===== src/rtl/unified_mem_arbiter.sv =====
`default_nettype none
// ============================================================================
// Module   : unified_mem_arbiter (plus package unified_mem_arbiter_pkg)
// Purpose  : Shares one single-ported memory between instruction fetch (IF)
//            and the load/store unit (D). Only one transaction is in flight at
//            a time. D has priority, but IF is forced through after
//            MAX_D_STREAK consecutive D grants made while IF was waiting.
//            Stores are lane-formatted (wstrb plus replicated data). Loads are
//            extracted and sign/zero-extended. Misaligned requests get an
//            error response and never reach memory.
// Ports    : clk, rst            - clock, synchronous active-high reset
//            if_req_* / if_rsp_* - fetch request/response
//            d_req_*  / d_rsp_*  - load/store request/response
//            mem_req_* / mem_*   - memory request channel
//            mem_rsp_*           - memory response channel
// Options  : MEM_TIMEOUT_EN - when defined, a transaction that stays in
//            REQ/WAIT_RSP for TIMEOUT_CYCLES cycles ends with an error response.
// Revision : 1.0 - initial release
// ============================================================================

package unified_mem_arbiter_pkg;
  localparam int XLEN = 32;

  typedef enum logic [2:0] {
    OP_BYTE   = 3'd0,
    OP_HALF   = 3'd1,
    OP_WORD   = 3'd2,
    OP_BYTE_U = 3'd4,
    OP_HALF_U = 3'd5
  } mem_op_e;
endpackage

module unified_mem_arbiter
  import unified_mem_arbiter_pkg::*;
#(
  parameter int unsigned MAX_D_STREAK   = 2,
  parameter int unsigned TIMEOUT_CYCLES = 255
) (
  input  logic            clk,
  input  logic            rst,
  input  logic            if_req_valid,
  input  logic [XLEN-1:0] if_req_addr,
  output logic            if_req_ready,
  output logic            if_rsp_valid,
  output logic [XLEN-1:0] if_rsp_data,
  output logic            if_rsp_err,
  input  logic            d_req_valid,
  input  logic [XLEN-1:0] d_req_addr,
  input  logic            d_req_we,
  input  mem_op_e         d_req_op,
  input  logic [XLEN-1:0] d_req_wdata,
  output logic            d_req_ready,
  output logic            d_rsp_valid,
  output logic [XLEN-1:0] d_rsp_rdata,
  output logic            d_rsp_err,
  output logic            mem_req_valid,
  input  logic            mem_req_ready,
  output logic [XLEN-1:0] mem_addr,
  output logic            mem_we,
  output logic [3:0]      mem_wstrb,
  output logic [XLEN-1:0] mem_wdata,
  input  logic            mem_rsp_valid,
  input  logic [XLEN-1:0] mem_rsp_rdata
);

  localparam logic [2:0] c_IDLE     = 3'd0;
  localparam logic [2:0] c_REQ      = 3'd1;
  localparam logic [2:0] c_WAIT_RSP = 3'd2;
  localparam logic [2:0] c_RESP     = 3'd3;
  localparam logic [2:0] c_ERR      = 3'd4;

  localparam logic [3:0] c_STREAK_LIMIT = 4'(MAX_D_STREAK);

  logic [2:0]      state_q, state_d;
  logic            owner_d_q, owner_d_d;   // 1: D owns the transaction, 0: IF
  logic [XLEN-1:0] addr_q, addr_d;
  logic            we_q, we_d;
  mem_op_e         op_q, op_d;
  logic [XLEN-1:0] wdata_q, wdata_d;
  logic [XLEN-1:0] rdata_q, rdata_d;
  logic [3:0]      streak_q, streak_d;

  logic            w_grant_d;
  logic            w_grant_if;
  logic [XLEN-1:0] w_shifted;
  logic [XLEN-1:0] w_load_fmt;
  logic            w_timeout;

  // Alignment rule shared by D and IF (IF is always a word access).
  function automatic logic is_misaligned(input mem_op_e op, input logic [1:0] a);
    logic r;
    case (op)
      OP_BYTE, OP_BYTE_U: r = 1'b0;
      OP_HALF, OP_HALF_U: r = a[0];
      default:            r = (a != 2'b00);
    endcase
    return r;
  endfunction

  // D wins unless IF is also waiting and D has already used its streak.
  assign w_grant_d  = d_req_valid && !(if_req_valid && (streak_q == c_STREAK_LIMIT));
  assign w_grant_if = if_req_valid && !w_grant_d;

  // Load extraction: bring the addressed lane down to bit 0, then extend.
  assign w_shifted = mem_rsp_rdata >> {addr_q[1:0], 3'b000};

  always_comb begin
    w_load_fmt = mem_rsp_rdata;
    if (we_q) begin
      w_load_fmt = '0;
    end else if (owner_d_q) begin
      case (op_q)
        OP_BYTE:   w_load_fmt = {{24{w_shifted[7]}}, w_shifted[7:0]};
        OP_BYTE_U: w_load_fmt = {24'b0, w_shifted[7:0]};
        OP_HALF:   w_load_fmt = {{16{w_shifted[15]}}, w_shifted[15:0]};
        OP_HALF_U: w_load_fmt = {16'b0, w_shifted[15:0]};
        default:   w_load_fmt = mem_rsp_rdata;
      endcase
    end
  end

`ifdef MEM_TIMEOUT_EN
  localparam int c_TW = $clog2(TIMEOUT_CYCLES + 1);
  logic [c_TW-1:0] tmo_q, tmo_d;

  // The counter is 0 on the first REQ cycle, so reaching TIMEOUT_CYCLES-1
  // means this is the TIMEOUT_CYCLES-th cycle spent waiting.
  assign w_timeout = (tmo_q == c_TW'(TIMEOUT_CYCLES - 1));

  always_comb begin
    tmo_d = '0;
    if ((state_q == c_REQ) || (state_q == c_WAIT_RSP)) begin
      tmo_d = tmo_q + 1'b1;
    end
  end

  always_ff @(posedge clk) begin
    if (rst) begin
      tmo_q <= '0;
    end else begin
      tmo_q <= tmo_d;
    end
  end
`else
  logic unused_timeout_cfg;
  assign unused_timeout_cfg = (TIMEOUT_CYCLES != 0);
  assign w_timeout          = 1'b0;
`endif

  // State register.
  always_ff @(posedge clk) begin
    if (rst) begin
      state_q   <= c_IDLE;
      owner_d_q <= 1'b0;
      addr_q    <= '0;
      we_q      <= 1'b0;
      op_q      <= OP_BYTE;
      wdata_q   <= '0;
      rdata_q   <= '0;
      streak_q  <= '0;
    end else begin
      state_q   <= state_d;
      owner_d_q <= owner_d_d;
      addr_q    <= addr_d;
      we_q      <= we_d;
      op_q      <= op_d;
      wdata_q   <= wdata_d;
      rdata_q   <= rdata_d;
      streak_q  <= streak_d;
    end
  end

  // Next-state and datapath capture.
  always_comb begin
    state_d   = state_q;
    owner_d_d = owner_d_q;
    addr_d    = addr_q;
    we_d      = we_q;
    op_d      = op_q;
    wdata_d   = wdata_q;
    rdata_d   = rdata_q;
    streak_d  = streak_q;

    case (state_q)
      c_IDLE: begin
        if (w_grant_if || !if_req_valid) begin
          streak_d = '0;
        end else if (w_grant_d && (streak_q != 4'hF)) begin
          streak_d = streak_q + 4'd1;
        end

        if (w_grant_d) begin
          owner_d_d = 1'b1;
          addr_d    = d_req_addr;
          we_d      = d_req_we;
          op_d      = d_req_op;
          wdata_d   = d_req_wdata;
          state_d   = is_misaligned(d_req_op, d_req_addr[1:0]) ? c_ERR : c_REQ;
        end else if (w_grant_if) begin
          owner_d_d = 1'b0;
          addr_d    = if_req_addr;
          we_d      = 1'b0;
          op_d      = OP_WORD;
          wdata_d   = '0;
          state_d   = is_misaligned(OP_WORD, if_req_addr[1:0]) ? c_ERR : c_REQ;
        end
      end
      // An accepted request always proceeds even if the timeout hits on the
      // same cycle: memory has already committed to it.
      c_REQ: begin
        if (mem_req_ready) begin
          state_d = c_WAIT_RSP;
        end else if (w_timeout) begin
          state_d = c_ERR;
        end
      end
      c_WAIT_RSP: begin
        if (mem_rsp_valid) begin
          rdata_d = w_load_fmt;
          state_d = c_RESP;
        end else if (w_timeout) begin
          state_d = c_ERR;
        end
      end
      c_RESP:  state_d = c_IDLE;
      c_ERR:   state_d = c_IDLE;
      default: state_d = c_IDLE;
    endcase
  end

  // Outputs. Everything is held at 0 while rst is high so that a mid-flight
  // reset shows a quiet interface immediately.
  always_comb begin
    if_req_ready  = 1'b0;
    d_req_ready   = 1'b0;
    if_rsp_valid  = 1'b0;
    if_rsp_data   = '0;
    if_rsp_err    = 1'b0;
    d_rsp_valid   = 1'b0;
    d_rsp_rdata   = '0;
    d_rsp_err     = 1'b0;
    mem_req_valid = 1'b0;
    mem_addr      = '0;
    mem_we        = 1'b0;
    mem_wstrb     = 4'b0000;
    mem_wdata     = '0;

    if (!rst) begin
      if (state_q == c_IDLE) begin
        if_req_ready = w_grant_if;
        d_req_ready  = w_grant_d;
      end

      if (state_q == c_REQ) begin
        mem_req_valid = 1'b1;
        mem_addr      = {addr_q[XLEN-1:2], 2'b00};
        mem_we        = we_q;
        if (we_q) begin
          case (op_q)
            OP_BYTE, OP_BYTE_U: begin
              mem_wdata = {4{wdata_q[7:0]}};
              mem_wstrb = 4'b0001 << addr_q[1:0];
            end
            OP_HALF, OP_HALF_U: begin
              mem_wdata = {2{wdata_q[15:0]}};
              mem_wstrb = 4'b0011 << {addr_q[1], 1'b0};
            end
            default: begin
              mem_wdata = wdata_q;
              mem_wstrb = 4'b1111;
            end
          endcase
        end
      end

      if ((state_q == c_RESP) || (state_q == c_ERR)) begin
        if (owner_d_q) begin
          d_rsp_valid = 1'b1;
          d_rsp_err   = (state_q == c_ERR);
          d_rsp_rdata = (state_q == c_RESP) ? rdata_q : '0;
        end else begin
          if_rsp_valid = 1'b1;
          if_rsp_err   = (state_q == c_ERR);
          if_rsp_data  = (state_q == c_RESP) ? rdata_q : '0;
        end
      end
    end
  end

endmodule

`default_nettype wire

===== config.mk =====
export PLATFORM = sky130hd
export DESIGN_NAME = unified_mem_arbiter
export DESIGN_NICKNAME = d
export VERILOG_FILES = /design/src/rtl/unified_mem_arbiter.sv
export SDC_FILE = /design/constraint.sdc
export NUM_CORES = 1
export LEC_CHECK = 0
export CAP_MARGIN = 20
export CORE_ASPECT_RATIO = 0.9
export CORE_MARGIN = 10
export CORE_UTILIZATION = 38
export CTS_BUF_LIST = sky130_fd_sc_hd__clkbuf_2 sky130_fd_sc_hd__clkbuf_4 sky130_fd_sc_hd__clkbuf_8
export DETAILED_ROUTE_END_ITERATION = 8
export GPL_TIMING_DRIVEN = 0
export HOLD_SLACK_MARGIN = 0.03
export PLACE_DENSITY = 0.78
export SLEW_MARGIN = 20
export SYNTH_ARGS = -nofsm -noshare
export SYNTH_HDL_FRONTEND = slang
export SYNTH_SLANG_ARGS = --single-unit

===== constraint.sdc =====
create_clock -name clk -period 1.7 [get_ports clk]
set_clock_uncertainty 0.15 [all_clocks]
set_input_delay 0.34 -clock clk [delete_from_list [all_inputs] [get_ports clk]]
set_output_delay 0.34 -clock clk [all_outputs]
set_load 0.005 [all_outputs]

==> results_dict.tcl, run 1 <==
set metrics [dict create \
    synth_edf_count 0 \
    timing.slew.headroom_pct 40.66 \
    via_per_inst 5.503 \
    post-route-worst-setup-slack_ns -0.6968 \
    drtPass1Iterations 5 \
    routabilityCongestion 0.9031 \
    track_usage_pct 24.58 \
    h-tree-depth 3 \
    grt.overflow.total 0 \
    cts_buffers 9 \
    rsz0062_at_grt "yes" \
    crit_path_max_incr_delay_ns 0.35 \
    powerDensity_nw_per_um2 655.8 \
    start_util_pct 39.28 \
    setup.worst_path.end_class "output port" \
    netlist_top_cells_area "dfxtp_1, and2_1, mux2i_1" \
    first_iter_violations 403 \
    clock_latency_ns 0.41 \
    drt_wl_total_mm 27.69 \
    design_area_um2 11060 \
    setup_violations 237 \
    ir_drop_mv 0.7157 \
    syn_to_final_growth_pct 88.62 \
    floorplan.rows 42 \
    stdcell_count 1236 \
    io_pins 278 \
    synth_cells 661 \
    portBuffers 275 \
    synth_top_area_share_pct 36.88 \
    fp.dieH_um 137.8 \
    core_area_um2 14920 \
    synth_seq_cells 108 \
    ys_seq_area_share_pct 36.88 \
    crit_type "reg2out" \
    fin_crit_sh_pct 141.0 \
    synth_common_cells "dfxtp_1, and2_1, nor2_1" \
    ant_nets 0 \
    die_area_um2 20800 \
    min_period_ns 2.397 \
    finalPower_mw 7.251 \
    vias 6802 \
    cts_tree "built" \
    synth_cell_type_count 55 \
    cts_num_sinks 108 \
    slowest_stage "dfxtp_2" \
    wl_per_cell_um 22.41 \
    place_ws_ns -1.575 \
    hold_viol 0 \
    syn_area_per_cell_um2 8.868 \
    ys.warnings.count 0 \
    max_freq_ghz 0.4172 \
    cp_common_cell "buf_12" \
    status "finished, violations left" \
    clk_pin_slew_ns 0.12 \
    synth_area_leader_cell "dfxtp_1" \
    crit_required_ns 1.21 \
    crit_arrival_ns 1.91 \
    tightestPinTransition_ns 0.8833 \
    cp-start-kind "register" \
    tns_ns -116.13 \
    cts_hold_buf 0 \
    grt_pass1_wl_mm 39.67 \
    violations "negative setup slack" \
    leakage_nw 4.810 \
    syn_area_um2 5862 \
    final_layout_size_suffix_gt1_share_pct 45.23 \
    cts-root-buf "clkbuf_8" \
    hold-path-cell-count 2 \
    async_flop_share_pct 0 \
    worstRegToRegCells 9 \
    grt_start_max_net_pins 20 \
    maxCapViolCount 0 \
    synth.most_common_cell "dfxtp_1" \
    route.detailed.drc 0 \
    final_nets 1172 \
    ys_dominant_reg_cell "dfxtp_1" \
    crit_chain "buf_6 -> nand2b_4 -> nor3_4 -> buf_12 -> nand2_8 -> buf_8 -> buf_12 -> a21oi_4 -> buf_2" \
    worstHoldPathType "reg2reg" \
    path_max_fanout 6 \
    drv_slew 0 \
    die_x_um 150.9 \
    grt_pass1_vias 7015 \
    clock_path_buffers 2 \
    dp_hpwl_mm 18.36 \
    grt_antenna_before_repair 1 \
    dp.cells 1135 \
    place_area_um2 9011 \
]
## layout make-up
type                    count  area, um2
clock inverters             6      78.83
inverters                   6      27.53
fillers                  1065       3867
clock buffers              10      137.6
flip-flops and latches    108       2181
well taps                 198      247.7
multi-input cells         487       4059
repair buffers            362       3682
plain buffers              58      640.6
diodes                      1      2.502
## where the power goes
group | internal (mW) | switching [mW] | total, mW
clock network | 0.756 | 1.02 | 1.78
registers | 2.76 | 0.181 | 2.94
logic | 1.39 | 1.14 | 2.54
total | 4.91 | 2.34 | 7.25
## worst paths after layout
path                    from            to  slack [ns]
setup / recovery  state_q[0]  mem_wstrb[2]       -0.70
hold / removal    rdata_q[6]    rdata_q[6]        0.32
hold reg to reg   rdata_q[6]    rdata_q[6]        0.32
setup reg to reg  state_q[2]    addr_q[21]       -0.48
## timing repair
action | in CTS | in global routing
setup buffers | 59 | 14
pin swaps | 86 | 20
setup endpoints to repair | 246 | 245
gates cloned | 19 | 3
gates resized for setup | 823 | 148
## worst max-delay path: cells and delay by family (launching register included)
kind	cells	cell delay (ns)
flops	1	0.35
buf+inv	5	0.70
compound gates	1	0.11
simple gates	3	0.33
## state kept, by name (all words and copies together), names as in the netlist
signal	count
addr_q	32
rdata_q	32
wdata_q	32
streak_q	4
op_q	3
state_q	3
owner_d_q	1
we_q	1
## cells in the final DEF, fill, tap and decap left out, drive strengths merged, types with 4 or more instances in the layout
master,n
a211oi,34
a21oi,24
a221o,17
a22o,35
a22oi,8
a2bb2oi,7
and2,95
and3,11
buf,253
bufbuf,4
clkbuf,35
clkdlybuf4s50,135
dfxtp,108
inv,9
mux2i,56
nand2,34
nand2b,8
nor2,77
nor3,8
o211a,8
o21ai,13
o221ai,8
o22ai,7
## routing by layer
layer / wire, um / up-vias / track usage [%]
met3: 2788 / 57 / 8.888
li1: - / 3135 / -
met5: 0 / - / 0
met2: 13300 / 344 / 42.28
met4: 823 / 0 / 8.173
met1: 10780 / 3266 / 27.66
## through the flow
stage / hold WS, ns / utilization (%)
4_1_cts: 0.3075 / 69.33
3_5_place_dp: 0.2900 / 60.38
5_1_grt: 0.3425 / 74.09
3_3_place_gp: 0.2877 / 60.38
6_report: 0.3190 / 74.09
2_1_floorplan: 0.2711 / -
## cells by family after synthesis
logic type	count (synthesis)	synth area share, %
AO/OA/AOI/OAI	175	24.16
XOR/XNOR	1	0.1494
adder cells (fa/ha/maj)	2	0.4268
buffers and inverters	67	5.891
flip-flops	108	36.88
multiplexers	58	10.01
other	1	0.06397
AND/OR/NAND/NOR	249	22.41
(Power assumes the default switching activity.)
==> inputs of run 2 (changes only) <==
--- a/config.mk
+++ b/config.mk
@@ -5,7 +5,7 @@
 export SDC_FILE = /design/constraint.sdc
 export NUM_CORES = 1
 export LEC_CHECK = 0
-export CAP_MARGIN = 20
+export CAP_MARGIN = 40
 export CORE_ASPECT_RATIO = 0.9
 export CORE_MARGIN = 10
 export CORE_UTILIZATION = 38
==> run 2 against run 1 <==
  * The run still ends with negative setup slack left
  * Count of clock-buffer cells in the layout stayed put
  * Cell count about the same
  * Non-clock buffer count is 1 higher
  * Flip-flop and latch count unchanged
  * Critical path depth unchanged
  * Via count is 0.25% lower
  * Largest cell class unchanged
  * Largest power group unchanged
==> results_dict.tcl, run 2 (same netlist as run 1, synthesis figures left out) <==
set metrics [dict create \
    setup_violations 237 \
    powerDensity_nw_per_um2 655.8 \
    dp_hpwl_mm 18.36 \
    setup.worst_path.end_class "output port" \
    status "finished, violations left" \
    clk_pin_slew_ns 0.12 \
    route.detailed.drc 0 \
    hold_slack_ns 0.3174 \
    grt_antenna_before_repair 1 \
    h-tree-depth 3 \
    cts_tree "built" \
    timing.slew.headroom_pct 57.85 \
    fin_crit_sh_pct 140.8 \
    floorplan.rows 42 \
    hold_viol 0 \
    die_area_um2 20800 \
    min_period_ns 2.394 \
    vias 6785 \
    start_util_pct 39.28 \
    drtPass1Iterations 5 \
    fillers 1064 \
    maxCapViolCount 0 \
    top_regs "addr_q: 32 flops, rdata_q: 32 flops, wdata_q: 32 flops" \
    postLayoutCoreUtil_pct 74.12 \
    first_iter_violations 408 \
    tightestPinTransition_ns 0.6274 \
    cts_num_sinks 108 \
    max_freq_ghz 0.4177 \
    core_area_um2 14920 \
    post-route-worst-setup-slack_ns -0.6940 \
    violations "negative setup slack" \
    crit_type "reg2out" \
    final_cell_mix "clkdlybuf4s50_1, buf_6, dfxtp_1, and2_4, buf_2" \
    grt_start_max_net_pins 20 \
    syn_to_final_growth_pct 88.71 \
    fp.dieH_um 137.8 \
    worstHoldPathType "reg2reg" \
    routabilityCongestion 0.9031 \
    clock_path_buffers 2 \
    cp-start-kind "register" \
    clock_latency_ns 0.40 \
    leakage_nw 4.815 \
    cp_common_cell "buf_12" \
    io_pins 278 \
    final_nets 1173 \
    rsz0062_at_grt "yes" \
    ant_nets 0 \
    final_layout_size_suffix_gt1_share_pct 45.28 \
    slowest_stage "dfxtp_2" \
    drv_slew 0 \
    grt_pass1_wl_mm 39.67 \
    drt_wl_total_mm 27.75 \
    layout_commonest_cell "clkdlybuf4s50_1" \
    portBuffers 275 \
    place_ws_ns -1.575 \
    ir_drop_mv 0.7187 \
    via_per_inst 5.485 \
    cts_buffers 9 \
    track_usage_pct 24.58 \
    path_max_fanout 6 \
    crit_path_max_incr_delay_ns 0.35 \
    grt.overflow.total 0 \
    grt_pass1_vias 7015 \
    die_x_um 150.9 \
    cts-root-buf "clkbuf_8" \
    crit_arrival_ns 1.90 \
    crit_chain "buf_6 -> nand2b_4 -> nor3_4 -> buf_12 -> nand2_8 -> buf_8 -> buf_12 -> a21oi_4 -> buf_2" \
    wl_per_cell_um 22.43 \
    crit_required_ns 1.21 \
]
[run 2: per-layer routing]
layer	part of all wire (%)	vias up	GRT usage (%)
met5	0	-	0
met4	2.9	0	8.173
met3	10	55	8.888
met2	48	328	42.28
met1	39	3270	27.66
li1	-	3132	-
[run 2: path summary, 6_finish.rpt]
check | from | to | slack [ns] | depth (start not counted)
worst max register to register | state_q[2] | addr_q[21] | -0.47 | 9
worst max-delay path | state_q[0] | mem_wstrb[2] | -0.69 | 9
worst min register to register | rdata_q[6] | rdata_q[6] | 0.32 | 2
worst min-delay path | rdata_q[6] | rdata_q[6] | 0.32 | 2
[run 2: where the power goes]
part,total (mW),switching [mW],internal (mW)
combinational,2.54,1.14,1.39
clock,1.78,1.02,0.757
sequential,2.94,0.182,2.76
total,7.25,2.35,4.91
[run 2: timing repair]
action,in CTS,in global routing
hold buffers,0,0
setup endpoints to repair,246,245
gates cloned,19,3
resized for setup,823,148
pin swaps,86,20
setup buffers,59,14
[run 2: critical path, delay by kind of cell (launching register included)]
| kind | cells | cell delay (ns) |
|---|---|---|
| buf+inv | 5 | 0.69 |
| flops | 1 | 0.35 |
| simple gates | 3 | 0.32 |
| compound gates | 1 | 0.12 |
[run 2: final cells by class]
cell class	count	area (um2)	share of cell area [%]
inverter	6	27.53	0.2488
sequential	108	2181	19.71
antenna	1	2.502	0.02262
clock buffer	10	137.6	1.244
tap	198	247.7	2.240
buffer	58	640.6	5.791
clock inverter	6	78.83	0.7126
timing repair buffer	363	3687	33.33
multi-input combinational	487	4059	36.69
[run 2: stage by stage]
step                      power (mW)  setup TNS (ns)  instance area, um2  std cells
final                          7.254         -113.01               11060       1237
after floorplan                3.925          -1.295                6011        662
after global routing           7.530         -129.33               11060       1237
after detailed placement       4.637         -250.05                9011       1135
after CTS                      6.982         -113.31               10350       1224
after global placement         4.609         -243.53                9011       1135
==> inputs of run 3 (changes only) <==
--- a/config.mk
+++ b/config.mk
@@ -5,15 +5,17 @@
 export SDC_FILE = /design/constraint.sdc
 export NUM_CORES = 1
 export LEC_CHECK = 0
-export CAP_MARGIN = 40
+export CELL_PAD_IN_SITES_DETAIL_PLACEMENT = 1
+export CELL_PAD_IN_SITES_GLOBAL_PLACEMENT = 1
 export CORE_ASPECT_RATIO = 0.9
 export CORE_MARGIN = 10
-export CORE_UTILIZATION = 38
+export CORE_UTILIZATION = 27
 export CTS_BUF_LIST = sky130_fd_sc_hd__clkbuf_2 sky130_fd_sc_hd__clkbuf_4 sky130_fd_sc_hd__clkbuf_8
 export DETAILED_ROUTE_END_ITERATION = 8
 export GPL_TIMING_DRIVEN = 0
 export HOLD_SLACK_MARGIN = 0.03
-export PLACE_DENSITY = 0.78
+export MAX_ROUTING_LAYER = met4
+export PLACE_DENSITY_LB_ADDON = 0.1
 export SLEW_MARGIN = 20
 export SYNTH_ARGS = -nofsm -noshare
 export SYNTH_HDL_FRONTEND = slang
==> run 3 against run 2 <==
  * The run still ends with negative setup slack left
  * First-iteration DRC count down 25%
  * Sequential power up 1%
  * Register-to-register slack worse by 0.04 ns
  * Setup slack worse by 0.090 ns
  * Critical path depth unchanged
  * Critical path type unchanged
  * Largest cell class unchanged
  * Count of clock-buffer cells in the layout unchanged
  * Flip-flop and latch count unchanged
  * Wire length up 9.0%
  * Highest routed layer unchanged
  * Non-clock buffer count up 21
  * Clock power down 9.6%
==> results_dict.tcl, run 3 (same netlist as run 1, synthesis figures left out) <==
set metrics [dict create \
    path_max_fanout 6 \
    io_pins 278 \
    cts-root-buf "clkbuf_8" \
    max_freq_ghz 0.4026 \
    tns_ns -128.36 \
    postLayoutCoreUtil_pct 54.94 \
    crit_type "reg2out" \
    core_area_um2 21500 \
    min_period_ns 2.484 \
    clock_path_buffers 2 \
    drtPass1Iterations 4 \
    cp-start-kind "register" \
    crit_end "d_rsp_rdata[30]" \
    final_nets 1195 \
    grt.overflow.total 0 \
    worstRegToRegCells 10 \
    dp_hpwl_mm 20.17 \
    ir_drop_mv 0.3454 \
    final_cell_mix "buf_6, clkdlybuf4s50_1, dfxtp_1, and2_4, buf_2" \
    clk_pin_slew_ns 0.11 \
    hold_viol 0 \
    die_area_um2 28010 \
    syn_to_final_growth_pct 101.5 \
    top_regs "addr_q: 32 flops, rdata_q: 32 flops, wdata_q: 32 flops" \
    leakage_nw 5.013 \
    violations "negative setup slack" \
    h-tree-depth 3 \
    vias 6616 \
    via_per_inst 4.890 \
    cts_buffers 9 \
    crit_arrival_ns 1.99 \
    floorplan.rows 51 \
    setup.worst_path.end_class "output port" \
    setup_violations 245 \
    worstHoldPathType "reg2reg" \
    first_iter_violations 307 \
    fp.dieH_um 159.8 \
    fin_crit_sh_pct 146.1 \
    timing.slew.headroom_pct 46.32 \
    status "finished, violations left" \
    rsz0062_at_grt "yes" \
    wl_per_cell_um 22.36 \
    drt_wl_total_mm 30.25 \
    grt_start_max_net_pins 19 \
    grt_pass1_vias 7145 \
    die_x_um 175.3 \
    grt_antenna_before_repair 2 \
    grt_pass1_wl_mm 44.06 \
    portBuffers 275 \
    routabilityCongestion 0.7914 \
    tightestPinTransition_ns 0.8053 \
    clock_latency_ns 0.41 \
    crit_required_ns 1.21 \
    start_util_pct 27.26 \
    reg2reg_to "addr_q[20]" \
    final_layout_size_suffix_gt1_share_pct 53.02 \
    layout_commonest_cell "buf_6" \
    ant_nets 0 \
    powerDensity_nw_per_um2 628.7 \
    rr_startpoint "state_q[1]" \
    route.detailed.drc 0 \
    post-route-worst-setup-slack_ns -0.7841 \
    maxCapViolCount 0 \
    cts_tree "built" \
    cts_num_sinks 108 \
    drv_slew 0 \
    crit_path_start "state_q[1]" \
    track_usage_pct 20.64 \
    cts_hold_buf 0 \
    rrSetupSlack_ns -0.51 \
]
[run 3: worst max-delay path, stage by stage, from the launching register on]
cell	delay, ns
dfxtp_4	0.39
buf_6	0.10
nand3b_1	0.18
buf_6	0.19
nor2_4	0.13
buf_12	0.15
buf_8	0.11
buf_8	0.11
and2_4	0.14
buf_6	0.08
[run 3: layout make-up]
| type | count | area (um2) |
|---|---|---|
| Antenna cell | 2 | 5.005 |
| Buffer | 55 | 671.9 |
| Clock buffer | 10 | 137.6 |
| Clock inverter | 6 | 47.55 |
| Fill cell | 2367 | 9691 |
| Inverter | 6 | 27.53 |
| Multi-Input combinational cell | 488 | 4384 |
| Sequential cell | 108 | 2180 |
| Tap cell | 291 | 364.1 |
| Timing Repair Buffer | 387 | 3996 |
[run 3: per-layer routing]
layer,GRT usage [%],up-vias,share of wire [%]
li1,-,3177,-
met5,-,-,0
met1,25.93,3251,45
met2,33.21,175,48
met3,4.880,13,6.0
met4,4.043,0,0.84
[run 3: per-stage QoR]
stage / hold WS, ns / power, mW / setup WS (ns) / area (um2) / cells
final: 0.3217 / 7.428 / -0.7841 / 11810 / 1353
after global routing: 0.3380 / 7.790 / -0.8463 / 11810 / 1353
after CTS: 0.3039 / 7.187 / -0.6927 / 10970 / 1338
after detailed placement: 0.2848 / 4.702 / -1.794 / 9128 / 1228
after global placement: 0.2832 / 4.676 / -1.759 / 9128 / 1228
after floorplan: 0.2711 / 3.925 / -0.1311 / 6011 / 662
[run 3: where the power goes]
group,leakage [nW],switching [mW],internal [mW]
Sequential,0.889,0.227,2.76
Clock,0.0933,1.02,0.588
Combinational,4.03,1.32,1.51
[run 3: timing repair]
| item | in CTS | in global routing |
|---|---|---|
| gates resized for setup | 899 | 228 |
| endpoints found under the setup margin | 246 | 245 |
| setup buffers | 78 | 24 |
| pin swaps | 102 | 50 |
| cloned | 20 | 2 |
[run 3: worst min-delay path by stage]
stage | startpoint | endpoint | slack (ns) | depth (start not counted)
final | rdata_q[6] | rdata_q[6] | 0.32 | 2
after global routing | rdata_q[5] | rdata_q[5] | 0.34 | 2
after CTS | rdata_q[6] | rdata_q[6] | 0.30 | 2
after detailed placement | rdata_q[6] | rdata_q[6] | 0.28 | 2
after global placement | rdata_q[6] | rdata_q[6] | 0.28 | 2
after floorplan | rdata_q[0] | rdata_q[0] | 0.27 | 2
